===== src/rtl/gpu_mem_arbiter.sv =====
// gpu_mem_arbiter: shares one Avalon-MM master port (m1) between NUM_REQ
// requesters. Grants rotate round-robin, and each grant is capped at
// MAX_BURST accepted transfers. Each issued read records its requester in a
// pending FIFO, which routes every readdatavalid beat back to its owner.
// Build option: define GPU_ARB_FIXED_PRIORITY_EN for fixed priority, where
// the lowest index wins and there is no rotation pointer.
//
// state | meaning
// IDLE  | m1 idle; choose the next requester (one-cycle arbitration)
// GRANT | requester `grant` drives m1 until the burst cap is hit or it goes quiet
module gpu_mem_arbiter #(
    parameter int NUM_REQ     = 3,
    parameter int MAX_PENDING = 4,
    parameter int MAX_BURST   = 8
) (
    input  logic                   clock,
    input  logic                   reset_n,
    input  logic [NUM_REQ*32-1:0]  req_address,
    input  logic [NUM_REQ-1:0]     req_read,
    input  logic [NUM_REQ-1:0]     req_write,
    input  logic [NUM_REQ*8-1:0]   req_writedata,
    output logic [NUM_REQ-1:0]     req_waitrequest,
    output logic [7:0]             req_readdata,
    output logic [NUM_REQ-1:0]     req_readdatavalid,
    output logic [31:0]            m1_address,
    output logic [7:0]             m1_writedata,
    output logic                   m1_read,
    output logic                   m1_write,
    input  logic                   m1_waitrequest,
    input  logic [7:0]             m1_readdata,
    input  logic                   m1_readdatavalid,
    output logic                   busy,
    output logic                   rsp_error
);
    localparam int IW = $clog2(NUM_REQ);
    localparam int PW = $clog2(MAX_PENDING);
    localparam int BW = (MAX_BURST > 1) ? $clog2(MAX_BURST) : 1;

    typedef enum logic {IDLE, GRANT} state_t;

    state_t        state, state_nxt;
    logic [IW-1:0] grant, grant_nxt;
    logic [BW-1:0] burst_cnt, burst_cnt_nxt;
    logic [IW-1:0] start_idx;
    logic [IW-1:0] winner;
    logic          any_req;
    int            best_dist, cand_dist;

    logic          g_read, g_write;
    logic [31:0]   g_address;
    logic [7:0]    g_writedata;
    logic          accept, push, pop, end_grant;
    logic          pending_full, pending_empty;

    logic [IW-1:0] fifo_mem [MAX_PENDING];
    logic [PW-1:0] wr_ptr, rd_ptr;
    logic [PW:0]   count;

`ifdef GPU_ARB_FIXED_PRIORITY_EN
    assign start_idx = '0;
`else
    logic [IW-1:0] rr_ptr;
    logic [IW-1:0] next_after_grant;

    assign next_after_grant = (grant == IW'(NUM_REQ - 1)) ? '0 : grant + 1'b1;
    assign start_idx        = rr_ptr;

    // Rotation pointer: the requester after the one whose grant just ended gets first look.
    always_ff @(posedge clock or negedge reset_n) begin
        if (!reset_n)
            rr_ptr <= '0;
        else if (state == GRANT && end_grant)
            rr_ptr <= next_after_grant;
    end
`endif

    assign any_req = |(req_read | req_write);

    // Winner = active requester with the smallest rotational distance from start_idx.
    always_comb begin
        best_dist = NUM_REQ;
        cand_dist = 0;
        winner    = '0;
        for (int i = 0; i < NUM_REQ; i++) begin
            cand_dist = (i + NUM_REQ - int'(start_idx)) % NUM_REQ;
            if ((req_read[i] | req_write[i]) && cand_dist < best_dist) begin
                best_dist = cand_dist;
                winner    = IW'(i);
            end
        end
    end

    // Mux the granted requester's command onto local signals.
    always_comb begin
        g_read      = 1'b0;
        g_write     = 1'b0;
        g_address   = '0;
        g_writedata = '0;
        for (int i = 0; i < NUM_REQ; i++) begin
            if (grant == IW'(i)) begin
                g_read      = req_read[i];
                g_write     = req_write[i];
                g_address   = req_address[32*i +: 32];
                g_writedata = req_writedata[8*i +: 8];
            end
        end
    end

    // FSM next state, m1 drive and per-requester stalls.
    always_comb begin
        state_nxt       = state;
        grant_nxt       = grant;
        burst_cnt_nxt   = burst_cnt;
        m1_read         = 1'b0;
        m1_write        = 1'b0;
        m1_address      = '0;
        m1_writedata    = '0;
        req_waitrequest = '1;
        accept          = 1'b0;
        end_grant       = 1'b0;
        case (state)
            IDLE: begin
                if (any_req) begin
                    state_nxt     = GRANT;
                    grant_nxt     = winner;
                    burst_cnt_nxt = '0;
                end
            end
            GRANT: begin
                // A read blocked only by a full pending FIFO keeps the grant.
                m1_read      = g_read & ~pending_full;
                m1_write     = g_write;
                m1_address   = g_address;
                m1_writedata = g_writedata;
                for (int i = 0; i < NUM_REQ; i++) begin
                    if (grant == IW'(i))
                        req_waitrequest[i] = m1_waitrequest | (g_read & pending_full);
                end
                accept = (m1_read | m1_write) & ~m1_waitrequest;
                if (accept)
                    burst_cnt_nxt = burst_cnt + 1'b1;
                end_grant = (accept && burst_cnt == BW'(MAX_BURST - 1)) || (!g_read && !g_write);
                if (end_grant)
                    state_nxt = IDLE;
            end
            default: state_nxt = IDLE;
        endcase
    end

    // FSM state, grant and burst counter registers.
    always_ff @(posedge clock or negedge reset_n) begin
        if (!reset_n) begin
            state     <= IDLE;
            grant     <= '0;
            burst_cnt <= '0;
        end else begin
            state     <= state_nxt;
            grant     <= grant_nxt;
            burst_cnt <= burst_cnt_nxt;
        end
    end

    assign push          = accept & m1_read;
    assign pending_empty = (count == '0);
    assign pending_full  = (count == (PW+1)'(MAX_PENDING));
    assign pop           = m1_readdatavalid & ~pending_empty;

    // Pending FIFO storage; an entry is valid only while counted, so it needs no reset.
    always_ff @(posedge clock) begin
        if (push)
            fifo_mem[wr_ptr] <= grant;
    end

    // Pending FIFO pointers and occupancy; a simultaneous push and pop leaves count unchanged.
    always_ff @(posedge clock or negedge reset_n) begin
        if (!reset_n) begin
            wr_ptr <= '0;
            rd_ptr <= '0;
            count  <= '0;
        end else begin
            if (push)
                wr_ptr <= wr_ptr + 1'b1;
            if (pop)
                rd_ptr <= rd_ptr + 1'b1;
            case ({push, pop})
                2'b10:   count <= count + 1'b1;
                2'b01:   count <= count - 1'b1;
                default: count <= count;
            endcase
        end
    end

    // Route the returning beat to the requester at the FIFO head.
    always_comb begin
        req_readdatavalid = '0;
        for (int i = 0; i < NUM_REQ; i++) begin
            if (pop && fifo_mem[rd_ptr] == IW'(i))
                req_readdatavalid[i] = 1'b1;
        end
    end

    assign req_readdata = m1_readdata;
    assign busy         = (state == GRANT) | ~pending_empty;

    // Sticky flag for a response beat that no outstanding read accounts for.
    always_ff @(posedge clock or negedge reset_n) begin
        if (!reset_n)
            rsp_error <= 1'b0;
        else if (m1_readdatavalid && pending_empty)
            rsp_error <= 1'b1;
    end

endmodule


===== config.mk =====
export PLATFORM = sky130hd
export DESIGN_NAME = gpu_mem_arbiter
export DESIGN_NICKNAME = d
export VERILOG_FILES = /design/src/rtl/gpu_mem_arbiter.sv
export SDC_FILE = /design/constraint.sdc
export NUM_CORES = 1
export LEC_CHECK = 0
export BUFFER_PORTS_ARGS = -buffer_cell sky130_fd_sc_hd__buf_2
export CORE_UTILIZATION = 30
export DETAILED_ROUTE_END_ITERATION = 12
export GPL_ROUTABILITY_DRIVEN = 0
export PLACE_DENSITY_LB_ADDON = 0.08
export REMOVE_ABC_BUFFERS = 1
export SYNTH_ARGS = -nofsm -noshare
export SYNTH_HDL_FRONTEND = slang
export SYNTH_SLANG_ARGS = --single-unit
export TNS_END_PERCENT = 100

===== constraint.sdc =====
create_clock -name clock -period 9.2 [get_ports clock]
set_input_delay 0.46 -clock clock [delete_from_list [all_inputs] [get_ports clock]]
set_output_delay 0.46 -clock clock [all_outputs]
set_load 0.02 [all_outputs]

Word level (Yosys, flattened, before mapping)
Memories as Yosys holds them, arrays and structs flattened.
Index checks and enable logic that the tools add are counted.
{"block": "op_classes", "n_addsub": 9, "div_mod_pow": 3, "order_cmp": 3, "n_eq_ne": 10, "muxes": 39, "n_bitwise": 16, "reduce_logical": 20}
{"cell": "two-way mux 32 bit", "n": 6}
{"cell": "remainder unit 32 x 3 -> 32 bit (second input constant)", "n": 3}
{"cell": "less-than comparator 32 bit", "n": 2}
{"cell": "less-than comparator 32 x 3 -> 1 bit (second input constant)", "n": 1}
{"cell": "two-way mux 8 bit", "n": 4}
{"cell": "two-way mux 1 bit", "n": 21}
{"cell": "case mux 3 bit (2 select lines)", "n": 2}
{"cell": "logical AND 1 bit", "n": 10}
{"cell": "two-way mux 3 bit", "n": 3}
{"cell": "subtractor 3 x 2 -> 4 bit (first input constant)", "n": 2}
{"cell": "adder 2 x 1 -> 2 bit (second input constant)", "n": 3}
{"cell": "adder 3 x 1 -> 3 bit (second input constant)", "n": 2}
{"cell": "equality test 2 x 1 -> 1 bit (second input constant)", "n": 3}
{"cell": "equality test 2 bit (second input constant)", "n": 3}
{"cell": "equality test 3 bit (second input constant)", "n": 2}
{"cell": "bitwise OR 1 bit", "n": 6}
{"cell": "AND 1 bit", "n": 5}
{"cell": "logical NOT 2 bit", "n": 2}
{"cell": "two-way mux 2 bit", "n": 2}
{"cell": "NOT 1 bit", "n": 4}
{"cell": "AND reduction 2 bit", "n": 2}
{"cell": "logical NOT 3 bit", "n": 1}
{"cell": "bitwise OR 3 bit", "n": 1}
{"cell": "OR reduction 3 bit", "n": 1}
{"cell": "8 further kinds", "n": 9}
{"block": "totals", "ff_bits": 16, "mem_bits_rw": 8, "in_bits": 138, "word_cells": 109, "mem_count": 1}
{"name": "fifo_mem", "depth": 4, "width": 2, "read_ports": 1, "rd_clocked_by_memory_dff": 0, "write_ports": 1, "line_no": "55", "source": "logic [IW-1:0] fifo_mem [MAX_PENDING];"}

Logic depth before layout (Yosys ltp)
Gate-level depths: netlist of the first run.
{"block": "depth", "depth_word": 11, "ltp_mapped": 17, "ltp_nobuf": 17}

Worst setup path after synthesis of the first run
No wires, ideal clock.
{"block": "synth_timing", "path_kind": "register -> register", "from": "register rr_ptr[1]", "to": "register grant[1]", "setup_ns": 0.124, "arrival_ns": 3.195, "required_time_ns": 9.076, "slack_ns": 5.881, "path_stages_with_launch": 15, "period_less_slack_ns": 3.319, "path_cell_list": "dfrtp_1 > inv_1 > ha_1 > nand3b_1 > ha_1 > mux2i_1 > and2_1 > nand2b_1 > ha_1 > or4_4 > a221oi_2 > nand4_1 > o21ai_2 > mux2i_1 > a211o_1"}
{"block": "synth_via", "elab_chain_cells": 11, "elab_cells_between_ends": 15}
{"element": "start: declaration", "line_no": "62", "source": "logic [IW-1:0] rr_ptr;"}
{"element": "start signal: assignment", "line_no": "73", "source": "rr_ptr <= next_after_grant;"}
{"element": "subtractor 2 x 2 -> 3 bit", "line_no": "85", "source": "cand_dist = (i + NUM_REQ - int'(start_idx)) % NUM_REQ;"}
{"element": "remainder unit 32 x 3 -> 32 bit", "line_no": "85"}
{"element": "less-than comparator 32 x 3 -> 1 bit", "line_no": "86", "source": "if ((req_read[i] | req_write[i]) && cand_dist < best_dist) begin"}
{"element": "logical AND 1 bit", "line_no": "86"}
{"element": "two-way mux 32 bit", "line_no": "86"}
{"element": "less-than comparator 32 bit", "line_no": "86"}
{"element": "logical AND 1 bit", "line_no": "86"}
{"element": "two-way mux 32 bit", "line_no": "86"}
{"element": "less-than comparator 32 bit *", "line_no": "86"}
{"element": "logical AND 1 bit *", "line_no": "86"}
{"element": "two-way mux 2 bit *", "line_no": "86"}
{"element": "end signal: assignment", "line_no": "158", "source": "grant <= grant_nxt;"}
{"element": "end: declaration", "line_no": "42", "source": "logic [IW-1:0] grant, grant_nxt;"}
Every way passes the cells marked *; elsewhere a longest branch is shown, timed or not.
A chain may end at the register's enable or synchronous reset.

Worst setup path after layout of the first run
Same ends and word-level chain as after synthesis.

==> metrics, run 1 <==
status finished, final reports clean; total gr overflow 0; skew final just under 0.001 ns; actual slew at the worst max-slew pin 1.11 ns; vias in the first global route ~2800; hold-fix buffers at CTS 0; port buffer count roughly 180; Synth Flop Type dfrtp_1; die area 9990 um2; Routed Antenna Nets 0; final setup fails 0; Total GRT Usage 0.168; setup repair bufs after CTS 0; Yosys top cell by area mux2i_1; Post-Route WL 8.83 mm; Cell Int Power 0.582 mW; post-synthesis sequential area ratio 0.223; Startpoint Class register; CTS root buffer clkbuf_8; clock share of power 0.074; Synth Area in Adders 0.124; post-synthesis simple-gate area fraction 0.212; Layout area overhead 35.6%; clock transition at the registers of the reported paths around 0.08 ns; clk buf depth 2; Async SR Flop Fraction 0.667; post-synthesis average cell area 7.70 um2; commonest cells after routing, fill and taps aside buf_2 (179), nor2_1 (94), mux2i_1 (49); RSZ-0062 raised after global routing no; leakage around 2.0 nW; Peak VDD IR 0.000106 V; dpl cell area 3830 um2; Hold Vio Cnt, Final 0; proportion of synthesized area in mux cells 0.202; sw frac 0.522; Critical Path AT 3.82 ns; Die Y-Extent approximately 100 um; Setup CP Type register to register; die width 100 um; Vias/cell 4.70; Compound-Gate Fraction of Synth Area 0.147; clk_lat worst skew 0.26 ns; #FFs+latches synth 24; Final Instance Area between 3000 and 4000 um2; P per Cell Area 312 nW/um2; Worst EP required 9.35 ns; row cnt 35; Mapped Cells 374; layout cell share with drive strength beyond 1 0.378; TritonCTS buffer count 3; Iteration-0 DRC Markers 62; Reg2Reg Launch Point rr_ptr[1]; Final Max Slew Viols 0; min cycle time layout 3.67 ns; Starting Density 0.310; CTS H-tree lvls 1; initial antenna violation count 0; maxcap violations 0; Final Util 0.420; top-area cell type share of the netlist area 0.170; n_diodes 0; DP HPWL 7.12 mm; drt drc 0; synth top area cells mux2i_1 (17%), dfrtp_1 (14%), nor2_1 (12%); TritonCTS sink count 24; Via Count 3118; TNS Setup 0 ns; Hold Crit Class primary input to async pin; Final nets between 700 and 800; worst r2r dst grant[1]; switching power summed over all nets 0.635 mW; CP Capture Type register; Tot Pwr ~1.2 mW; XOR/XNOR share of the synthesized area 0.0183; WL/cell around 13 um; yosys warns 0; drt pass-1 iters 4; Top Ports around 200; Tcrit/Tclk final 0.399; sequential power share 0.154; largest family of logic cells by synthesized area simple AND/OR/NAND/NOR gates; Logic pwr share 0.772; placeable core area about 9300 um2; first-pass GRT wire length 13.4 mm; path depth of the worst reg2reg path 14; EDFF count, synth 8; Rel. slew slack 0.260; f_max 0.273 GHz; clock tree from TritonCTS yes; FF-to-FF setup slack around 5.5 ns; worst hold slack 0.102 ns; fill count 1001; most common cell after layout, fill and taps aside buf_2; crit-path max FO 7; largest net degree at the start of global routing 51; post-cts resize count 0; mapped cell area around 2900 um2; Synth cell types 44
-- cells in the mapped netlist, drive strengths merged, types with 2 or more instances --
cell type	instances
xnor2	4
nor3	3
o21a	2
buf	18
mux2i	49
nand2b	3
a21o	6
mux2	4
nand3	2
a21oi	47
mux4	2
nor2b	6
edfxtp	8
inv	19
and2	5
nor2	95
dfrtp	16
clkbuf	9
a211o	2
xor2	2
o21ai	8
nand2	20
nor3b	2
ha	27
-- sequential cells by signal, summed over array words and instances (netlist names) --
signal and count:
state 1, rsp_error 1, rd_ptr 2, rr_ptr 2
wr_ptr 2, fifo_mem 8, burst_cnt 3, grant 2
count 3
-- worst max path at each step --
stage | startpoint | slack (ns) | cells after the start | end
3_3_place_gp | rr_ptr[1] | 5.67 | 14 | grant[1]
3_5_place_dp | rr_ptr[1] | 5.55 | 14 | grant[1]
4_1_cts | rr_ptr[1] | 5.54 | 14 | grant[1]
6_report | rr_ptr[1] | 5.53 | 14 | grant[1]
5_1_grt | rr_ptr[1] | 5.27 | 14 | grant[1]
2_1_floorplan | grant[1] | 5.39 | 10 | count[1]
-- power by group through the flow --
| stage | logic (mW) | registers (mW) | clock network, mW |
|---|---|---|---|
| finish | 0.940 | 0.188 | 0.0897 |
| global route | 1.05 | 0.194 | 0.0969 |
| CTS | 0.951 | 0.188 | 0.0922 |
| detailed placement | 0.945 | 0.190 | 0 |
| global placement | 0.945 | 0.189 | 0 |
| floorplan | 0.649 | 0.223 | 0 |
-- cell families after synthesis --
kind of cell    after synthesis
compound gates               72
fa+ha+maj                    28
xor+xnor                      6
flops                        24
buf+inv                      47
simple gates                142
mux                          55
-- through the flow --
stage	cells	worst slack, ns
global placement	659	5.67
floorplan	347	5.39
detailed placement	659	5.55
global route	663	5.27
finish	663	5.53
CTS	663	5.54
-- per-layer routing --
layer	routed length, um	GRT usage	part of all wire
met5	0	0	0
met1	3680	0.207	0.42
met2	4450	0.302	0.50
met4	31	0.0170	0.0035
met3	668	0.0425	0.076
-- final cells by class --
class,instances,area [um2],share of cell area
clock buffers,3,41.3,0.0106
clock inverters,1,30.0,0.00769
inverters,20,75.1,0.0192
multi-input cells,303,2030,0.519
flip-flops and latches,24,643,0.165
well taps,129,161,0.0413
repair buffers,183,926,0.237
-- critical path: stages (launching register included) --
cell and delay (ns):
dfrtp_1 0.46, inv_1 0.14, ha_1 0.33, nand3b_1 0.27
ha_1 0.26, mux2i_1 0.16, and2_1 0.23, nand2b_1 0.14
ha_1 0.25, or4_4 0.52, a221oi_2 0.23, nand4_1 0.14
o21ai_2 0.09, mux2i_1 0.10, a211o_1 0.26
Note: power is estimated with default switching activity, not from simulation.
==> run 2: changes to the inputs <==
Clock period 9.2 ns to 3.57 ns, I/O delays scaled along.
==> run 2 against run 1 <==
- clock skew rose by 0.0031 ns
- wire length is 5.1% higher
- global-route usage increased by 1.4 points
- non-clock buffer count up 6
- sequential cell count stayed put
- sequential share of layout area is 0.21 points lower
- power grew to 2.6 times the previous value
- die area is the same
- clock power increased to 2.7 times the previous value
- worst setup slack got worse by 5.3 ns
- final area increased by 1.3%
- critical path depth unchanged
- critical path type unchanged
- critical endpoint unchanged
- largest power group unchanged
==> metrics, run 2 (same netlist as run 1, synthesis figures left out) <==
fill count 1016 (was 1001); leakage 2.06 nW (was 2.02 nW); Total GRT Usage 0.182 (was 0.168); most frequent CP cell ha_1 (unchanged); Iteration-0 DRC Markers 74 (was 62); met2 usage 0.328 (was 0.302); Worst EP required 3.73 ns (was 9.35 ns); Peak VDD IR 0.000272 V (was 0.000106 V); Starting Density 0.310 (unchanged); commonest cells after routing, fill and taps aside buf_2 (179), nor2_1 (94), mux2i_1 (49) (unchanged); slowest cell on the critical path or4_4 (unchanged); clock transition at the registers of the reported paths 0.09 ns (was 0.08 ns); worst hold slack 0.118 ns (was 0.102 ns); clk_lat worst skew 0.27 ns (was 0.26 ns); Layout area overhead 37.3% (was 35.6%); met3 usage 0.0425 (unchanged); Bufs and invs on worst path 1 (unchanged); Final Max Slew Viols 0 (unchanged); CTS root buffer clkbuf_8 (unchanged); Critical Path AT 3.48 ns (was 3.82 ns); Hold Crit Class primary input to register (was primary input to async pin); total gr overflow 0 (unchanged); n_diodes 0 (unchanged); WL/cell 13.9 um (was 13.3 um); Via Count 3102 (was 3118); CTS H-tree lvls 1 (unchanged); final std cells w/o fill 669 (was 663); DP HPWL 7.51 mm (was 7.12 mm); switching power summed over all nets 1.67 mW (was 0.635 mW); grt met1 use 0.217 (was 0.207); port buffer count 179 (unchanged); clk buf depth 2 (unchanged); clock tree from TritonCTS yes (unchanged); Tot Pwr 3.20 mW (was 1.22 mW); actual slew at the worst max-slew pin 0.689 ns (was 1.11 ns); vias in the first global route 3034 (was 2782); Max stage delay on crit path 0.51 ns (was 0.52 ns); placeable core area 9280 um2 (unchanged); skew final 0.00409 ns (was 0.000971 ns); final setup fails 0 (unchanged); crit-path max FO 5 (was 7); most common cell after layout, fill and taps aside buf_2 (unchanged); Tcrit/Tclk final 0.932 (was 0.399); max reg flops 8 (unchanged); biggest regs fifo_mem x8, burst_cnt x3, count x3 (unchanged); Startpoint Class register (unchanged); Final nets 707 (was 701); Vias/cell 4.64 (was 4.70); layout cell share with drive strength beyond 1 0.387 (was 0.378); gr busiest metal met2 (unchanged); Hold Vio Cnt, Final 0 (unchanged); maxcap violations 0 (unchanged); first-pass GRT wire length 14.4 mm (was 13.4 mm); largest net degree at the start of global routing 49 (was 51); drt pass-1 iters 4 (unchanged); TritonCTS sink count 24 (unchanged); P per Cell Area 808 nW/um2 (was 312 nW/um2); RSZ-0062 raised after global routing no (unchanged); Routed Antenna Nets 0 (unchanged); sequential power share 0.154 (about the same); Top Ports 196 (unchanged); CP Capture Type register (unchanged); Die Y-Extent 100 um (unchanged); min cycle time layout 3.33 ns (was 3.67 ns); largest register by flop count fifo_mem (unchanged); Setup CP Type register to register (unchanged); f_max 0.301 GHz (was 0.273 GHz); initial antenna violation count 0 (unchanged); sw frac 0.521 (was 0.522); Placed Cells 664 (was 659); Post-Route WL 9.28 mm (was 8.83 mm); Critical Path, Cell by Cell inv_1, ha_1, nand3b_1, ha_1, mux2i_1, and2_4, nand2b_1, ha_1, or4_4, a221oi_2, nand4_1, o21ai_2, mux2i_1, a211o_1 (was inv_1, ha_1, nand3b_1, ha_1, mux2i_1, and2_1, nand2b_1, ha_1, or4_4, a221oi_2, nand4_1, o21ai_2, mux2i_1, a211o_1); Cell Int Power 1.53 mW (was 0.582 mW); TritonCTS buffer count 3 (unchanged); status finished, final reports clean (unchanged); die width 100 um (unchanged); row cnt 35 (unchanged); Rel. slew slack 0.541 (was 0.260); clock share of power 0.075 (was 0.074); drt drc 0 (unchanged); family with the most delay on the worst path simple AND/OR/NAND/NOR gates (unchanged); Logic pwr share 0.770 (was 0.772); die area 9990 um2 (unchanged)
[run 2: cell count changes in the layout (fill, tap and decap cells not counted)]
cell / previous run / this run
and2_1: 5 / 4
inv_2: 0 / 1
dlygate4sd3_1: 0 / 1
and2_4: 0 / 1
inv_1: 19 / 18
buf_4: 4 / 9
[run 2: power groups by stage]
stage	combinational, mW	clock, mW	sequential (mW)
4_1_cts	2.48	0.251	0.495
5_1_grt	2.74	0.258	0.511
2_1_floorplan	1.67	0	0.574
3_3_place_gp	2.45	0	0.501
6_report	2.46	0.241	0.493
3_5_place_dp	2.46	0	0.500
[run 2: final timing paths]
check / startpoint / end / slack, ns / cells after the start
max in group asynchronous: reset_n / grant[1] / 2.89 / 2
min: m1_readdatavalid / rsp_error / 0.12 / 2
min reg2reg: rsp_error / rsp_error / 0.46 / 1
max: rr_ptr[0] / grant[1] / 0.24 / 14
min in group asynchronous: reset_n / rsp_error / 0.36 / 2
max reg2reg: rr_ptr[0] / grant[1] / 0.24 / 14
[run 2: what timing repair did]
action / CTS / global route
endpoints found under the hold margin: 16 / 0
setup endpoints to repair: 0 / 2
hold buffers: 1 / 0
gates resized for setup: 0 / 2
setup buffers: 0 / 0
[run 2: worst register-to-register path: cells and delay by family (launching register included)]
kind            cells  cell delay, ns
flops               1            0.38
buf+inv             1            0.11
fa+ha+maj           3            0.71
compound gates      3            0.58
mux                 2            0.27
simple gates        5            1.16
[run 2: per-layer routing]
| metal | up-vias | part of all wire |
|---|---|---|
| met4 | 0 | 0.015 |
| met2 | 109 | 0.50 |
| li1 | 1597 | - |
| met3 | 8 | 0.059 |
| met1 | 1388 | 0.42 |
| met5 | - | 0 |
[run 2: area by class of cell]
cell class	count	area, um2	share of cell area
Clock buffer	3	41.3	0.0104
Clock inverter	1	30.0	0.00759
Inverter	20	75.1	0.0190
Multi-Input combinational cell	303	2030	0.513
Sequential cell	24	643	0.163
Tap cell	129	161	0.0408
Timing Repair Buffer	189	973	0.246
[run 2: per-stage QoR]
stage	setup TNS [ns]	util	setup WS [ns]	area (um2)
CTS	0	0.426	0.179	3950
finish	0	0.426	0.243	3950
floorplan	-0.486	-	-0.243	2740
global route	0	0.426	0.00264	3950
detailed placement	0	0.417	0.189	3870
global placement	0	0.417	0.290	3870
==> run 3: changes to the inputs <==
Settings changed: BUFFER_PORTS_ARGS -buffer_cell sky130_fd_sc_hd__buf_2 to default, DONT_BUFFER_PORTS from default to 1, GPL_ROUTABILITY_DRIVEN 0 to 1, REMOVE_ABC_BUFFERS 1 to default.
==> run 3 against run 2 <==
- combinational power fell by 11%
- final area shrank 22%
- worst hold slack got worse by 0.093 ns
- power fell by 8.4%
- largest cell class unchanged
- highest routed layer unchanged
==> metrics, run 3 (same netlist as run 1, synthesis figures left out) <==
most common cell after layout, fill and taps aside nor2_1 (was buf_2); Bufs and invs on worst path 1 (unchanged); crit-path max FO 5 (unchanged); Iteration-0 DRC Markers 119 (was 74); Peak VDD IR 0.000372 V (was 0.000272 V); die area 9990 um2 (unchanged); clk buf depth 2 (unchanged); layout cell share with drive strength beyond 1 0.0854 (was 0.387); Startpoint Class register (unchanged); drt pass-1 iters 4 (unchanged); GPL Wtd Cong 0.878; Setup CP Type register to register (unchanged); Starting Density 0.310 (unchanged); Critical Path AT 3.51 ns (was 3.48 ns); Hold Crit Class primary input to register (unchanged); vias in the first global route 2310 (was 3034); port buffer count 0 (was 179); drt drc 0 (unchanged); Final Util 0.331 (was 0.426); P per Cell Area 953 nW/um2 (was 808 nW/um2); Worst EP required 3.73 ns (about the same); CP Capture Type register (unchanged); path depth of the worst reg2reg path 14 (unchanged); Routed Antenna Nets 0 (unchanged); largest register by flop count fifo_mem (unchanged); most frequent CP cell ha_1 (unchanged); slowest cell on the critical path or4_4 (unchanged); dpl cell area 2990 um2 (was 3870 um2); Placed Cells 487 (was 664); fill count 1039 (was 1016); total gr overflow 0 (unchanged); Top Ports 196 (unchanged); row cnt 35 (unchanged); TritonCTS sink count 24 (unchanged); clk_lat worst skew 0.27 ns (about the same); status finished, final reports clean (unchanged); TNS Setup 0 ns (unchanged); Crit. path cell count 14 (unchanged); n_diodes 0 (unchanged); die width 100 um (unchanged); Tcrit/Tclk final 0.938 (was 0.932); final setup fails 0 (unchanged); maxcap violations 0 (unchanged); placeable core area 9280 um2 (unchanged); Max stage delay on crit path 0.52 ns (was 0.51 ns); Multi-input gate area 2030 um2 (unchanged); max reg flops 8 (unchanged); family with the most delay on the worst path simple AND/OR/NAND/NOR gates (unchanged); f_max 0.299 GHz (was 0.301 GHz); Die Y-Extent 100 um (unchanged); WL/cell 16.6 um (was 13.9 um); Post-Route WL 8.17 mm (was 9.28 mm); CTS root buffer clkbuf_8 (unchanged); final std cells w/o fill 492 (was 669); Critical Path, Cell by Cell inv_1, ha_1, nand3b_1, ha_1, mux2i_1, and2_4, nand2b_1, ha_1, or4_4, a221oi_2, nand4_1, o21ai_2, mux2i_1, a211o_1 (unchanged); Hold Vio Cnt, Final 0 (unchanged); clock transition at the registers of the reported paths 0.09 ns (about the same); Total GRT Usage 0.156 (was 0.182); actual slew at the worst max-slew pin 0.765 ns (was 0.689 ns); RSZ-0062 raised after global routing no (unchanged); DP HPWL 6.68 mm (was 7.51 mm); first-pass GRT wire length 12.3 mm (was 14.4 mm); commonest cells after routing, fill and taps aside nor2_1 (94), mux2i_1 (49), a21oi_1 (47) (was buf_2 (179), nor2_1 (94), mux2i_1 (49)); Synth Net Count 540; setup repair bufs after CTS 0 (unchanged); clock tree from TritonCTS yes (unchanged); Final nets 530 (was 707); initial antenna violation count 0 (unchanged); skew final 0.00426 ns (was 0.00409 ns); Layout area overhead 6.74% (was 37.3%); Via Count 2495 (was 3102); Vias/cell 5.07 (was 4.64); leakage 1.34 nW (was 2.06 nW); register area 643 um2 (unchanged); biggest regs fifo_mem x8, burst_cnt x3, count x3 (unchanged); CTS H-tree lvls 1 (unchanged); Rel. slew slack 0.488 (was 0.541); TritonCTS buffer count 3 (unchanged); min cycle time layout 3.35 ns (was 3.33 ns); Final Max Slew Viols 0 (unchanged); largest net degree at the start of global routing 49 (unchanged); hold path cells 1 (was 2); Final Instance Area 3070 um2 (was 3950 um2)
-- run 3: cell count changes in the layout (fill, tap and decap cells not counted) --
cell / delta
buf_4: +2
inv_1: +1
buf_2: -179
inv_2: -1
-- run 3: path summary, 6_finish.rpt --
kind / startpoint / end / slack [ns]
min reg2reg: burst_cnt[0] / burst_cnt[0] / 0.49
max: rr_ptr[1] / grant[1] / 0.22
max in group asynchronous: reset_n / grant[0] / 2.62
min: m1_readdatavalid / rsp_error / 0.03
max reg2reg: rr_ptr[1] / grant[1] / 0.22
min in group asynchronous: reset_n / wr_ptr[0] / 0.42
-- run 3: cell type report --
| class | count | share of cell area |
|---|---|---|
| repair buffers | 12 | 0.0301 |
| clock inverters | 1 | 0.00977 |
| flip-flops and latches | 24 | 0.209 |
| well taps | 129 | 0.0525 |
| multi-input cells | 303 | 0.660 |
| clock buffers | 3 | 0.0134 |
| inverters | 20 | 0.0244 |
-- run 3: per-layer routing --
metal,global-route usage,part of all wire,vias up
li1,-,-,1246
met1,0.188,0.42,1146
met2,0.280,0.51,97
met3,0.0411,0.061,6
met4,0.0317,0.012,0
met5,0,0,-
-- run 3: worst register-to-register path: stages (launching register included) --
cell and delay [ns]:
dfrtp_1 0.38, inv_1 0.13, ha_1 0.27, nand3b_1 0.19, ha_1 0.21, mux2i_1 0.18, and2_4 0.20, nand2b_1 0.10
ha_1 0.21, or4_4 0.52, a221oi_2 0.22, nand4_1 0.14, o21ai_2 0.09, mux2i_1 0.10, a211o_1 0.28
-- run 3: stage by stage --
stage          setup slack, ns  hold WS, ns  power, mW
6_report                 0.222       0.0256       2.93
5_1_grt                0.00351      0.00435       3.21
3_3_place_gp             0.250       -0.117       2.71
3_5_place_dp             0.212       -0.117       2.70
4_1_cts                  0.170       0.0206       2.96
2_1_floorplan            0.251       -0.117       2.29
-- run 3: repair_timing --
| action | in CTS | in global routing |
|---|---|---|
| hold buffers | 1 | 0 |
| hold endpoints to repair | 16 | 0 |
| endpoints found under the setup margin | 0 | 2 |
| gates resized for setup | 0 | 1 |
-- run 3: power by group --
group          internal, mW  total (mW)  switching [mW]
sequential            0.394       0.494          0.0998
clock                 0.150       0.240          0.0902
combinational         0.783        2.19            1.41
